## config.mk

```make
export PLATFORM = sky130hd
export DESIGN_NAME = ucode_sequencer
export DESIGN_NICKNAME = d
export VERILOG_FILES = /design/src/rtl/pim_ctrl_pkg.sv /design/src/rtl/ucode_call_stack.sv /design/src/rtl/ucode_sequencer.sv
export SDC_FILE = /design/constraint.sdc
export NUM_CORES = 1
export LEC_CHECK = 0
export BUFFER_PORTS_ARGS = -buffer_cell sky130_fd_sc_hd__buf_2
export CAP_MARGIN = 20
export CORE_MARGIN = 1
export CORE_UTILIZATION = 50
export CTS_CLUSTER_DIAMETER = 200
export CTS_CLUSTER_SIZE = 30
export DETAILED_ROUTE_END_ITERATION = 12
export PLACE_DENSITY = 0.85
export SLEW_MARGIN = 10
export SYNTH_ARGS = -nofsm -noshare
export SYNTH_HDL_FRONTEND = slang
export SYNTH_SLANG_ARGS = --single-unit
```

## constraint.sdc

```tcl
create_clock -name clk -period 3.8 [get_ports clk]
set_input_delay 0.57 -clock clk [delete_from_list [all_inputs] [get_ports clk]]
set_output_delay 0.57 -clock clk [all_outputs]
set_load 0.005 [all_outputs]
```

## src/rtl/pim_ctrl_pkg.sv

```systemverilog
`default_nettype none
// ============================================================================
//  Module   : pim_ctrl_pkg
//  Purpose  : Shared types and encodings for the PIM microcode sequencer:
//             sequencer state enum, next-address select codes, CW fields.
//  Revision : 1.0 - initial release
// ============================================================================
package pim_ctrl_pkg;

  // Sequencer FSM states
  typedef enum logic [1:0] {
    ST_IDLE  = 2'd0,
    ST_FETCH = 2'd1,
    ST_ISSUE = 2'd2
  } seq_state_t;

  // Next-address select encodings, {S1,S0}
  localparam logic [1:0] NEXT_INC  = 2'b00;
  localparam logic [1:0] NEXT_BR   = 2'b01;
  localparam logic [1:0] NEXT_DONE = 2'b10;
  localparam logic [1:0] NEXT_RET  = 2'b11;

  // Control-word field positions; the branch target occupies the top
  // ADDR_W bits of the CW, so its MSB is always CW_W-1.
  localparam int CALL_BIT = 16;

  // A subroutine-return indication from the decoder overrides the select.
  function automatic logic [1:0] resolve_sel(input logic [1:0] sel,
                                             input logic [1:0] ret_type);
    resolve_sel = ret_type[1] ? NEXT_RET : sel;
  endfunction

endpackage
`default_nettype wire

```

## src/rtl/ucode_call_stack.sv

```systemverilog
`default_nettype none
// ============================================================================
//  Module   : ucode_call_stack
//  Purpose  : LIFO of micro-PC return addresses. Pushes while full and pops
//             while empty are ignored; the caller flags those errors.
//  Revision : 1.0 - initial release
// ============================================================================
module ucode_call_stack #(
  parameter int ADDR_W      = 8,
  parameter int STACK_DEPTH = 4
) (
  input  logic              clk,
  input  logic              rst_n,
  input  logic              clear,
  input  logic              push,
  input  logic              pop,
  input  logic [ADDR_W-1:0] push_data,
  output logic [ADDR_W-1:0] top_data,
  output logic              full,
  output logic              empty
);

  localparam int PTR_W = $clog2(STACK_DEPTH);

  logic [ADDR_W-1:0] mem [STACK_DEPTH];
  logic [PTR_W:0]    sp;
  logic [PTR_W-1:0]  wr_idx;
  logic [PTR_W-1:0]  top_idx;

  assign full     = (sp == (PTR_W+1)'(STACK_DEPTH));
  assign empty    = (sp == '0);
  assign wr_idx   = sp[PTR_W-1:0];
  // Index of the most recent entry; wraps naturally when sp == STACK_DEPTH.
  assign top_idx  = sp[PTR_W-1:0] - 1'b1;
  assign top_data = mem[top_idx];

  // Stack pointer: cleared per instruction, moves only on legal push/pop
  always_ff @(posedge clk or negedge rst_n) begin
    if (!rst_n) begin
      sp <= '0;
    end else if (clear) begin
      sp <= '0;
    end else if (push && !full) begin
      sp <= sp + 1'b1;
    end else if (pop && !empty) begin
      sp <= sp - 1'b1;
    end
  end

  // Entry storage; contents are don't-care until written
  always_ff @(posedge clk) begin
    if (push && !full && !clear) begin
      mem[wr_idx] <= push_data;
    end
  end

endmodule
`default_nettype wire

```

## src/rtl/ucode_sequencer.sv

```systemverilog
`default_nettype none
// ============================================================================
//  Module   : ucode_sequencer
//  Purpose  : Fetches microcode control words from a synchronous ROM, issues
//             them to the decoder with a valid/ready handshake and steps the
//             micro-PC (increment, branch/call, return, done).
//  Revision : 1.0 - initial release
// ============================================================================
module ucode_sequencer
  import pim_ctrl_pkg::*;
#(
  parameter int ADDR_W      = 8,
  parameter int CW_W        = 32,
  parameter int STACK_DEPTH = 4
) (
  input  logic              clk,
  input  logic              rst_n,
  input  logic              instr_valid,
  input  logic [ADDR_W-1:0] instr_addr,
  output logic              instr_ready,
  output logic              rom_en,
  output logic [ADDR_W-1:0] rom_addr,
  input  logic [CW_W-1:0]   rom_data,
  output logic [CW_W-1:0]   cw,
  output logic              cw_valid,
  input  logic              cw_ready,
  input  logic              S0,
  input  logic              S1,
  input  logic [1:0]        ret_type,
  output logic              busy,
  output logic              stack_ovf,
  output logic              stack_unf
);

  seq_state_t        state, state_nxt;
  logic [ADDR_W-1:0] upc, upc_nxt;
  logic [CW_W-1:0]   cw_hold;
  logic              first_issue;
  logic              do_fetch;
  logic              push, pop;
  logic              set_ovf, set_unf, clr_err;
  logic [1:0]        sel;
  logic [ADDR_W-1:0] stk_top;
  logic              stk_full, stk_empty;

  // The ROM output register acts as the CW register in the first ISSUE
  // cycle; from then on the captured copy keeps cw stable under stall.
  assign cw          = first_issue ? rom_data : cw_hold;
  assign instr_ready = (state == ST_IDLE);
  assign busy        = (state != ST_IDLE);
  assign sel         = resolve_sel({S1, S0}, ret_type);

  ucode_call_stack #(
    .ADDR_W      (ADDR_W),
    .STACK_DEPTH (STACK_DEPTH)
  ) u_stack (
    .clk       (clk),
    .rst_n     (rst_n),
    .clear     (clr_err),
    .push      (push),
    .pop       (pop),
    .push_data (upc + 1'b1),
    .top_data  (stk_top),
    .full      (stk_full),
    .empty     (stk_empty)
  );

  // FSM state register
  always_ff @(posedge clk or negedge rst_n) begin
    if (!rst_n) begin
      state <= ST_IDLE;
    end else begin
      state <= state_nxt;
    end
  end

  // Next state, next micro-PC and stack/error controls
  always_comb begin
    state_nxt = state;
    upc_nxt   = upc;
    do_fetch  = 1'b0;
    push      = 1'b0;
    pop       = 1'b0;
    set_ovf   = 1'b0;
    set_unf   = 1'b0;
    clr_err   = 1'b0;
    case (state)
      ST_IDLE: begin
        if (instr_valid) begin
          upc_nxt  = instr_addr;
          clr_err  = 1'b1;
          do_fetch = 1'b1;
        end
      end
      ST_FETCH: begin
        state_nxt = ST_ISSUE;
      end
      ST_ISSUE: begin
        if (cw_ready) begin
          if (ret_type[0]) begin
            state_nxt = ST_IDLE;
          end else begin
            case (sel)
              NEXT_INC: begin
                upc_nxt  = upc + 1'b1;
                do_fetch = 1'b1;
              end
              NEXT_BR: begin
                upc_nxt  = cw[CW_W-1 -: ADDR_W];
                do_fetch = 1'b1;
                if (cw[CALL_BIT]) begin
                  if (stk_full) set_ovf = 1'b1;
                  else          push    = 1'b1;
                end
              end
              NEXT_DONE: begin
                state_nxt = ST_IDLE;
              end
              default: begin
                do_fetch = 1'b1;
                if (stk_empty) begin
                  set_unf = 1'b1;
                  upc_nxt = '0;
                end else begin
                  pop     = 1'b1;
                  upc_nxt = stk_top;
                end
              end
            endcase
          end
        end
      end
      default: begin
        state_nxt = ST_IDLE;
      end
    endcase
    if (do_fetch) state_nxt = ST_FETCH;
  end

  // Micro-PC, ROM strobe/address and CW handshake registers
  always_ff @(posedge clk or negedge rst_n) begin
    if (!rst_n) begin
      upc         <= '0;
      rom_en      <= 1'b0;
      rom_addr    <= '0;
      cw_valid    <= 1'b0;
      cw_hold     <= '0;
      first_issue <= 1'b0;
    end else begin
      upc         <= upc_nxt;
      rom_en      <= do_fetch;
      if (do_fetch) rom_addr <= upc_nxt;
      first_issue <= (state == ST_FETCH);
      if (first_issue) cw_hold <= rom_data;
      if (state == ST_FETCH) begin
        cw_valid <= 1'b1;
      end else if (state == ST_ISSUE && cw_ready) begin
        cw_valid <= 1'b0;
      end
    end
  end

  // Sticky stack error flags, cleared when a new instruction is accepted
  always_ff @(posedge clk or negedge rst_n) begin
    if (!rst_n) begin
      stack_ovf <= 1'b0;
      stack_unf <= 1'b0;
    end else if (clr_err) begin
      stack_ovf <= 1'b0;
      stack_unf <= 1'b0;
    end else begin
      if (set_ovf) stack_ovf <= 1'b1;
      if (set_unf) stack_unf <= 1'b1;
    end
  end

endmodule
`default_nettype wire

```

==> results of run 1 <==
## where the power goes
group	total, mW	internal, mW	switching, mW
registers	1.54	1.35	0.188
clock network	0.609	0.275	0.333
logic	1.31	0.650	0.664
total	3.46	2.28	1.18
## critical path: stages, from the launching register on
cell     delay, ns
dfrtp_1       0.66
buf_4         0.37
mux2_1        0.42
buf_2         0.15
## path summary, 6_finish.rpt
path                                    start          end  slack, ns  depth (start not counted)
max in group asynchronous               rst_n  rom_addr[4]       2.77                          2
worst max register to register  u_stack.sp[1]  rom_addr[5]       1.30                          7
worst min-delay path                    rst_n  cw_hold[17]       0.18                          1
worst min register to register    rom_addr[2]  rom_addr[2]       0.49                          1
worst max-delay path              first_issue       cw[31]       1.27                          3
min in group clk                  rom_data[7]   cw_hold[7]       0.45                          2
## cell type report
class                   instances  area share, %
flip-flops and latches         90           50.3
multi-input cells             175           31.6
repair buffers                 99           10.7
clock buffers                  11           3.16
well taps                     102           2.66
inverters                      11          0.862
clock inverters                 5          0.757
## kinds of logic (layout without fill, tap and decap cells)
family,count (synthesis),count (layout),share of synthesized area (%)
XOR/XNOR,9,9,1.96
AO/OA/AOI/OAI,54,54,9.28
AND/OR/NAND/NOR,55,55,7.73
multiplexers,51,51,16.5
adder cells (fa/ha/maj),6,6,2.05
buffers and inverters,26,126,2.64
flip-flops,90,90,59.8
## registers in the layout (all words and copies together) (netlist names)
name and cells:
cw_hold 32, u_stack.mem 32, rom_addr 8, upc 8, u_stack.sp 3, state 2, cw_valid 1, first_issue 1
rom_en 1, stack_ovf 1, stack_unf 1
## per-stage QoR
| step | util, % | hold WS [ns] | total power [mW] |
|---|---|---|---|
| after global placement | 59.2 | 0.475 | 2.80 |
| after detailed placement | 59.2 | 0.483 | 2.87 |
| after CTS | 61.6 | 0.185 | 3.48 |
| after floorplan | - | 0.274 | 2.33 |
| after global routing | 61.7 | 0.200 | 3.67 |
| final | 61.7 | 0.182 | 3.46 |
## metal layers
layer  part of all wire (%)  up-vias  GRT usage, %  wire length (µm)
met4                    1.9        0          10.4               170
met3                    6.7       17          3.90               599
li1                       -     1277             -                 -
met1                     41     1397          30.0              3670
met5                      0        -             0                 0
met2                     51      113          36.2              4570
## Yosys cell counts (5+ instances only)
library cell  instances  area, µm²
a21oi_1               6       30.0
a31oi_1               5       31.3
and2_1                5       31.3
buf_2                 7       35.0
clkbuf_1              6       22.5
dfrtp_1              58       1450
edfxtp_1             32        961
ha_1                  5       62.6
inv_1                 9       33.8
mux2_1                6       67.6
mux2_2               34        383
mux4_2                8        180
nand2_1               9       33.8
nand3_1               9       45.0
nor2_1                9       33.8
o21ai_0              12       60.1
xnor2_1               6       52.6
==> out/qor.csv, run 1 <==
metric;value;unit
status;completed;
Mapped Area;0.00403;mm²
Die Span Y;91.8;µm
Non-Filler Instances;493;
area of the multi-input gates;0.00151;mm²
DR WL/cell;18.3;µm
Layout area overhead;18.9;%
worst slew pin tran;0.897;ns
vias per cell;5.69;
critical path peak fanout;20;
Final Skew;0.00930;ns
CTS tree;done;
1st-pass router iterations;4;
Critical Path End Type;output port;
Crit path required time;3.23;ns
H-tree Lvls;3;
sequential element share of the synthesized area;59.8;%
leading cell type in the layout, fill and taps excluded;buf_2;
clock latency on the worst-skew pair;0.36;ns
cell area after layout;0.00479;mm²
share of cells above drive strength 1;41.9;%
FF/Latch Area;0.00241;mm²
Synth Warn #;0;
CTS sink cnt;90;
Starting DRT DRC Count;171;
Max Clk Rate;0.395;GHz
fin crit period;2.53;ns
Mean Syn Cell Area;13.9;µm²
core area;0.00777;mm²
Post-Place Cells;476;
number of global-route vias before repair;2810;
max_slew headroom;40.1;%
cts bufs inserted;9;
Mapped Cells;291;
peak supply drop;0.302;mV
synth unique cells;55;
RSZ-0062 raised after global routing;no;
Antenna Violating Nets Remaining;0;
register bit total from synthesis;90;
Place WS;1.16;ns
gr ovfl total;0;
# diodes;0;
asr flop ratio synth;64.4;%
Worst-path clk slew;0.09;ns
most frequent cells in the layout;buf_2 (93), dfrtp_1 (58), mux2_2 (34);
Hold Crit Class;input pin to asynchronous set/reset pin;
detailed-route DRC error count;0;
Die X;91.8;µm
post-cts resize count;0;
buffer depth of the longest clock path;2;
# fillers;608;
number of buffers inserted by port buffering;93;
LEAKAGE;2.04;nW
Vias;2804;
fin. max-slew vios;0;
starting density of the core;51.9;%
# rows;32;
Synth Flop Type;dfrtp_1;
Worst Setup Slack, final;1.27;ns
number of synthesized flops with an enable pin;32;
Post-CTS Hold Buffers;0;
Post-Syn Nets;345;
area of placed instances;0.00460;mm²
pin count of the biggest net entering global routing;36;
I/O Pins;94;
max-capacitance violation count;0;
initial antenna violation count;0;
pwr/cell area;723;mW/mm²
Die ar.;0.00843;mm²
TNS Setup;0;ns
final critical-path share of the clock period;66.6;%
WP data arrival;1.96;ns
Layout Nets;440;
Worst setup SP type;flop;
Post-DP HPWL;6570;µm
Final GP Congestion;0.850;
gr usage total;22.5;%
Clock Tree Root;clkbuf_8;
# Post-CTS Setup Buffers;0;
Hold Vio Cnt, Final;0;
first-pass GRT wire length;14300;µm
Final setup viols;0;
final WL;9010;µm
Setup CP Type;flop to output port;
Note: power is estimated with default switching activity, not from simulation.
==> inputs of run 2 (changes only) <==
--- a/config.mk
+++ b/config.mk
@@ -8,7 +8,7 @@
 export BUFFER_PORTS_ARGS = -buffer_cell sky130_fd_sc_hd__buf_2
 export CAP_MARGIN = 20
 export CORE_MARGIN = 1
-export CORE_UTILIZATION = 50
+export CORE_UTILIZATION = 48
 export CTS_CLUSTER_DIAMETER = 200
 export CTS_CLUSTER_SIZE = 30
 export DETAILED_ROUTE_END_ITERATION = 12
==> constraint.sdc (replaced) <==
create_clock -name clk -period 2.1 [get_ports clk]
set_input_delay 0.315 -clock clk [delete_from_list [all_inputs] [get_ports clk]]
set_output_delay 0.315 -clock clk [all_outputs]
set_load 0.005 [all_outputs]
==> out/qor.csv, run 2 (synthesized netlist as in run 1, its figures left out) <==
metric;value;unit;change
Gate power share;41.4;%;was 37.9%
Clock Tree Root;clkbuf_8;;unchanged
LEAKAGE;2.20;nW;was 2.04 nW
Die ar.;0.00877;mm²;was 0.00843 mm²
Max Clk Rate;0.485;GHz;
final critical-path share of the clock period;98.2;%;
cts bufs inserted;9;;unchanged
pwr/cell area;1290;mW/mm²;was 723 mW/mm²
I/O Pins;94;;unchanged
RR Endpoint;rom_addr[1];;was rom_addr[5]
Vias;2983;;was 2804
Worst setup SP type;flop;;unchanged
first-pass GRT wire length;15300;µm;was 14300 µm
Worst Setup Slack, final;0.0386;ns;was 1.27 ns
CTS sink cnt;90;;unchanged
WP data arrival;2.32;ns;was 1.96 ns
max_slew headroom;62.1;%;was 40.1%
fin crit period;2.06;ns;
Die Span Y;93.6;µm;was 91.8 µm
critical path peak fanout;2;;was 20
final WL;9760;µm;was 9010 µm
most frequent cells in the layout;buf_2 (93), dfrtp_1 (56), mux2_2 (34);;was buf_2 (93), dfrtp_1 (58), mux2_2 (34)
1st-pass router iterations;6;;was 4
Post-DP HPWL;7210;µm;was 6570 µm
clock share of power;17.1;%;was 17.6%
Worst-path clk slew;0.09;ns;about the same
number of global-route vias before repair;3040;;was 2810
max-capacitance violation count;0;;unchanged
peak supply drop;0.651;mV;was 0.302 mV
DR WL/cell;18.6;µm;was 18.3 µm
Non-Filler Instances;525;;was 493
worst hold endpoint;cw_hold[21];;
clock latency on the worst-skew pair;0.37;ns;was 0.36 ns
gr usage total;23.7;%;was 22.5%
worst slew pin tran;0.568;ns;was 0.897 ns
Hold Crit Class;input pin to flop;;was input pin to asynchronous set/reset pin
Layout Utilization;62.7;%;was 61.7%
RSZ-0062 raised after global routing;yes;;was no
Layout area overhead;27.3;%;was 18.9%
reg2reg setup slack;0.04;ns;was 1.30 ns
R2R depth;6;;was 7
Seq pwr share;41.5;%;was 44.5%
pin count of the biggest net entering global routing;26;;was 36
Regs by FF count;cw_hold: 32 flops, u_stack.mem: 32 flops;;unchanged
initial antenna violation count;0;;unchanged
Crit path required time;2.35;ns;was 3.23 ns
gr ovfl total;0;;unchanged
# rows;33;;was 32
cell area after layout;0.00513;mm²;was 0.00479 mm²
H-tree Lvls;3;;unchanged
fin. max-slew vios;0;;unchanged
Reg-to-Reg Start;upc[0];;was u_stack.sp[1]
Int Pwr;4.38;mW;was 2.28 mW
Final setup viols;0;;unchanged
Final Skew;0.0108;ns;was 0.00930 ns
Final GP Congestion;0.919;;was 0.850
Die X;93.6;µm;was 91.8 µm
Layout Nets;469;;was 440
Setup CP Type;flop to flop;;was flop to output port
number of buffers inserted by port buffering;93;;unchanged
detailed-route DRC error count;0;;unchanged
Switch Pwr;2.22;mW;was 1.18 mW
Critical Path End Type;flop;;was output port
core area;0.00818;mm²;was 0.00777 mm²
HP Start;rom_data[21];;
share of cells above drive strength 1;48.1;%;was 41.9%
status;completed;;unchanged
starting density of the core;49.3;%;was 51.9%
buffer depth of the longest clock path;2;;unchanged
CTS tree;done;;unchanged
Post-Place Cells;506;;was 476
leading cell type in the layout, fill and taps excluded;buf_2;;unchanged
Starting DRT DRC Count;212;;was 171
vias per cell;5.68;;was 5.69
Antenna Violating Nets Remaining;0;;unchanged
# diodes;0;;unchanged
sw frac;33.7;%;was 34.2%
Place WS;-0.0569;ns;was 1.16 ns
WHS Path Cells;2;;
TNS Setup;0;ns;unchanged
Hold Vio Cnt, Final;0;;unchanged
area of placed instances;0.00487;mm²;was 0.00460 mm²
==> run 2: cell type report <==
cell class | instances | area (µm²)
inverter | 11 | 43.8
clock buffer | 10 | 128
fill | 619 | 3050
timing repair buffer | 128 | 781
multi-input combinational | 175 | 1570
clock inverter | 6 | 57.6
sequential | 90 | 2410
tap | 105 | 131
==> run 2: layer usage <==
layer	vias to the layer above	track usage, %	part of all wire, %
li1	1342	-	-
met3	19	5.20	6.6
met4	0	9.23	2.3
met2	142	39.0	51
met5	-	0	0
met1	1480	30.7	40
==> run 2: power groups by stage <==
stage / registers, mW / logic (mW) / clock network [mW]
2_1_floorplan: 2.70 / 1.55 / 0
3_3_place_gp: 2.73 / 2.55 / 0
3_5_place_dp: 2.76 / 2.65 / 0
4_1_cts: 2.73 / 2.67 / 1.14
5_1_grt: 2.80 / 2.99 / 1.22
6_report: 2.74 / 2.73 / 1.13
==> run 2: what timing repair did <==
action / CTS / global route
gates resized for setup: 0 / 9
setup endpoints to repair: 0 / 20
buffers inserted: 0 / 2
hold buffers: 1 / 0
endpoints found under the hold margin: 23 / 0
==> run 2: critical path, cell delays in order (launching register included) <==
cell      delay (ns)
dfrtp_1         0.42
ha_4            0.25
mux2_2          0.28
a221oi_2        0.33
a21oi_2         0.10
a221o_1         0.30
mux2_2          0.27
==> run 2: metrics by stage <==
stage | hold slack [ns] | total power, mW
final | 0.196 | 6.60
after detailed placement | 0.342 | 5.41
after global placement | 0.335 | 5.27
after CTS | 0.183 | 6.53
after floorplan | 0.0194 | 4.24
after global routing | 0.193 | 7.01
==> run 2: worst max-delay path by stage <==
stage / from / to / slack, ns
final: upc[0] / rom_addr[1] / 0.04
after global routing: u_stack.sp[0] / rom_addr[5] / -0.02
after CTS: first_issue / cw[2] / 0.000007
after detailed placement: ret_type[0] / u_stack.sp[2] / -0.06
after global placement: ret_type[0] / u_stack.sp[2] / 0.003
after floorplan: u_stack.sp[0] / rom_addr[5] / -0.18
==> inputs of run 3 (changes only) <==
--- a/config.mk
+++ b/config.mk
@@ -5,14 +5,14 @@
 export SDC_FILE = /design/constraint.sdc
 export NUM_CORES = 1
 export LEC_CHECK = 0
-export BUFFER_PORTS_ARGS = -buffer_cell sky130_fd_sc_hd__buf_2
 export CAP_MARGIN = 20
 export CORE_MARGIN = 1
-export CORE_UTILIZATION = 48
+export CORE_UTILIZATION = 50
 export CTS_CLUSTER_DIAMETER = 200
 export CTS_CLUSTER_SIZE = 30
 export DETAILED_ROUTE_END_ITERATION = 12
-export PLACE_DENSITY = 0.85
+export DONT_BUFFER_PORTS = 1
+export PLACE_DENSITY = 0.78
 export SLEW_MARGIN = 10
 export SYNTH_ARGS = -nofsm -noshare
 export SYNTH_HDL_FRONTEND = slang
==> out/qor.csv, run 3 (synthesized netlist as in run 1, its figures left out) <==
metric;value;unit;change
peak supply drop;0.639;mV;was 0.651 mV
slowest CP cell;mux4_2;;was dfrtp_1
Hold Vio Cnt, Final;0;;unchanged
Max Clk Rate;0.475;GHz;was 0.485 GHz
LEAKAGE;1.86;nW;was 2.20 nW
detailed-route DRC error count;0;;unchanged
CTS tree;done;;unchanged
worst hold slack;0.127;ns;was 0.196 ns
Final Skew;0.0148;ns;was 0.0108 ns
RSZ-0062 raised after global routing;yes;;unchanged
Layout Nets;379;;was 469
gr usage total;21.8;%;was 23.7%
Regs by FF count;cw_hold: 32 flops, u_stack.mem: 32 flops;;unchanged
core area;0.00777;mm²;was 0.00818 mm²
area of placed instances;0.00435;mm²;was 0.00487 mm²
Top delay family on crit path;multiplexers;;was compound AO/OA/AOI/OAI gates
reg2reg setup slack;-0.007;ns;was 0.04 ns
Post-DP HPWL;6400;µm;was 7210 µm
Post-Place Cells;409;;was 506
CTS sink cnt;90;;unchanged
I/O Pins;94;;unchanged
1st-pass router iterations;5;;was 6
Non-Filler Instances;432;;was 525
Crit path required time;2.35;ns;about the same
number of buffers inserted by port buffering;0;;was 93
cell area after layout;0.00467;mm²;was 0.00513 mm²
CP peak stage delay;0.50;ns;was 0.42 ns
final critical-path share of the clock period;100;%;was 98.2%
cts bufs inserted;9;;unchanged
H-tree Lvls;3;;unchanged
failing checks;negative setup slack;;
Worst-path clk slew;0.09;ns;about the same
max_slew headroom;64.7;%;was 62.1%
fin. max-slew vios;0;;unchanged
pin count of the biggest net entering global routing;59;;was 26
Hold Crit Class;input pin to flop;;unchanged
worst slew pin tran;0.525;ns;was 0.568 ns
# diodes;0;;unchanged
final WL;8760;µm;was 9760 µm
Worst Setup Slack, final;-0.00662;ns;was 0.0386 ns
WP data arrival;2.36;ns;was 2.32 ns
gr ovfl total;0;;unchanged
# rows;32;;was 33
TNS Setup;-0.00662;ns;was 0 ns
fin crit period;2.11;ns;was 2.06 ns
Setup CP Type;flop to flop;;unchanged
buffer depth of the longest clock path;2;;unchanged
vias per cell;6.04;;was 5.68
DR WL/cell;20.3;µm;was 18.6 µm
Worst Path Buf+Inv;1;;was 0
Clock Tree Root;clkbuf_8;;unchanged
Die Span Y;91.8;µm;was 93.6 µm
number of global-route vias before repair;2565;;was 3040
initial antenna violation count;0;;unchanged
Worst setup SP type;flop;;unchanged
Final GP Congestion;0.865;;was 0.919
starting density of the core;51.9;%;was 49.3%
most frequent cells in the layout;dfrtp_1 (56), buf_4 (34), mux2_2 (33);;was buf_2 (93), dfrtp_1 (56), mux2_2 (34)
Layout Utilization;60.1;%;was 62.7%
leading cell type in the layout, fill and taps excluded;dfrtp_1;;was buf_2
Vias;2611;;was 2983
max-capacitance violation count;0;;unchanged
Critical Path End Type;flop;;unchanged
clock latency on the worst-skew pair;0.36;ns;was 0.37 ns
first-pass GRT wire length;13600;µm;was 15300 µm
pwr/cell area;1310;mW/mm²;was 1290 mW/mm²
status;complete, but fails checks;;was completed
share of cells above drive strength 1;34.2;%;was 48.1%
worst path cell trace;buf_4 > mux4_2 > nand3_2 > a31oi_1 > or4b_4 > mux2_4;;was ha_4 > mux2_2 > a221oi_2 > a21oi_2 > a221o_1 > mux2_2
Antenna Violating Nets Remaining;0;;unchanged
Die X;91.8;µm;was 93.6 µm
Die ar.;0.00843;mm²;was 0.00877 mm²
Starting DRT DRC Count;170;;was 212
critical path peak fanout;4;;was 2
Layout area overhead;15.8;%;was 27.3%
Final setup viols;1;;was 0
-- run 3: cell count changes in the layout (fill, tap and decap cells not counted), sizes merged --
cell | before | now
bufinv | 1 | 0
inv | 11 | 13
clkinvlp | 2 | 1
buf | 127 | 37
-- run 3: what timing repair did --
action | in CTS | in global routing
hold buffers | 2 | 0
gates resized for setup | 3 | 8
pin swaps | 1 | 2
endpoints found under the setup margin | 3 | 5
endpoints found under the hold margin | 58 | 0
setup buffers | 3 | 2
-- run 3: final timing paths --
check,to,start,depth (start not counted)
max,rom_addr[5],u_stack.sp[0],6
min,upc[0],instr_addr[0],1
max reg2reg,rom_addr[5],u_stack.sp[0],6
min reg2reg,cw_hold[20],cw_hold[20],1
max in group asynchronous,u_stack.sp[0],rst_n,2
min in group asynchronous,cw_hold[1],rst_n,2
-- run 3: area by class of cell --
type	instances	area, µm²
repair buffers	38	315
flip-flops and latches	90	2410
inverters	11	43.8
clock inverters	6	48.8
clock buffers	10	138
multi-input cells	175	1580
fillers	611	3100
well taps	102	128
-- run 3: routing by layer --
metal  vias to the layer above  global-route usage, %  routed length (µm)
li1                       1158                      -                   -
met1                      1314                   27.6                3430
met2                       117                   33.6                4330
met3                        22                   8.21                 773
met4                         0                   9.64                 229
met5                         -                      0                   0
-- run 3: report_power, final --
group / switching [mW] / total [mW] / internal [mW]
combinational: 1.18 / 2.28 / 1.09
clock: 0.627 / 1.10 / 0.473
sequential: 0.295 / 2.75 / 2.45
-- run 3: worst register-to-register path: stages, from the launching register on --
cell	delay, ns
dfrtp_2	0.42
buf_4	0.14
mux4_2	0.50
nand3_2	0.09
a31oi_1	0.09
or4b_4	0.50
mux2_4	0.26
-- run 3: metrics by stage --
step	setup slack, ns	power, mW
global placement	0.00667	4.85
finish	-0.00662	6.13
global route	-0.0500	6.50
CTS	0.00179	6.12
detailed placement	-0.0941	4.95
floorplan	-0.176	4.24
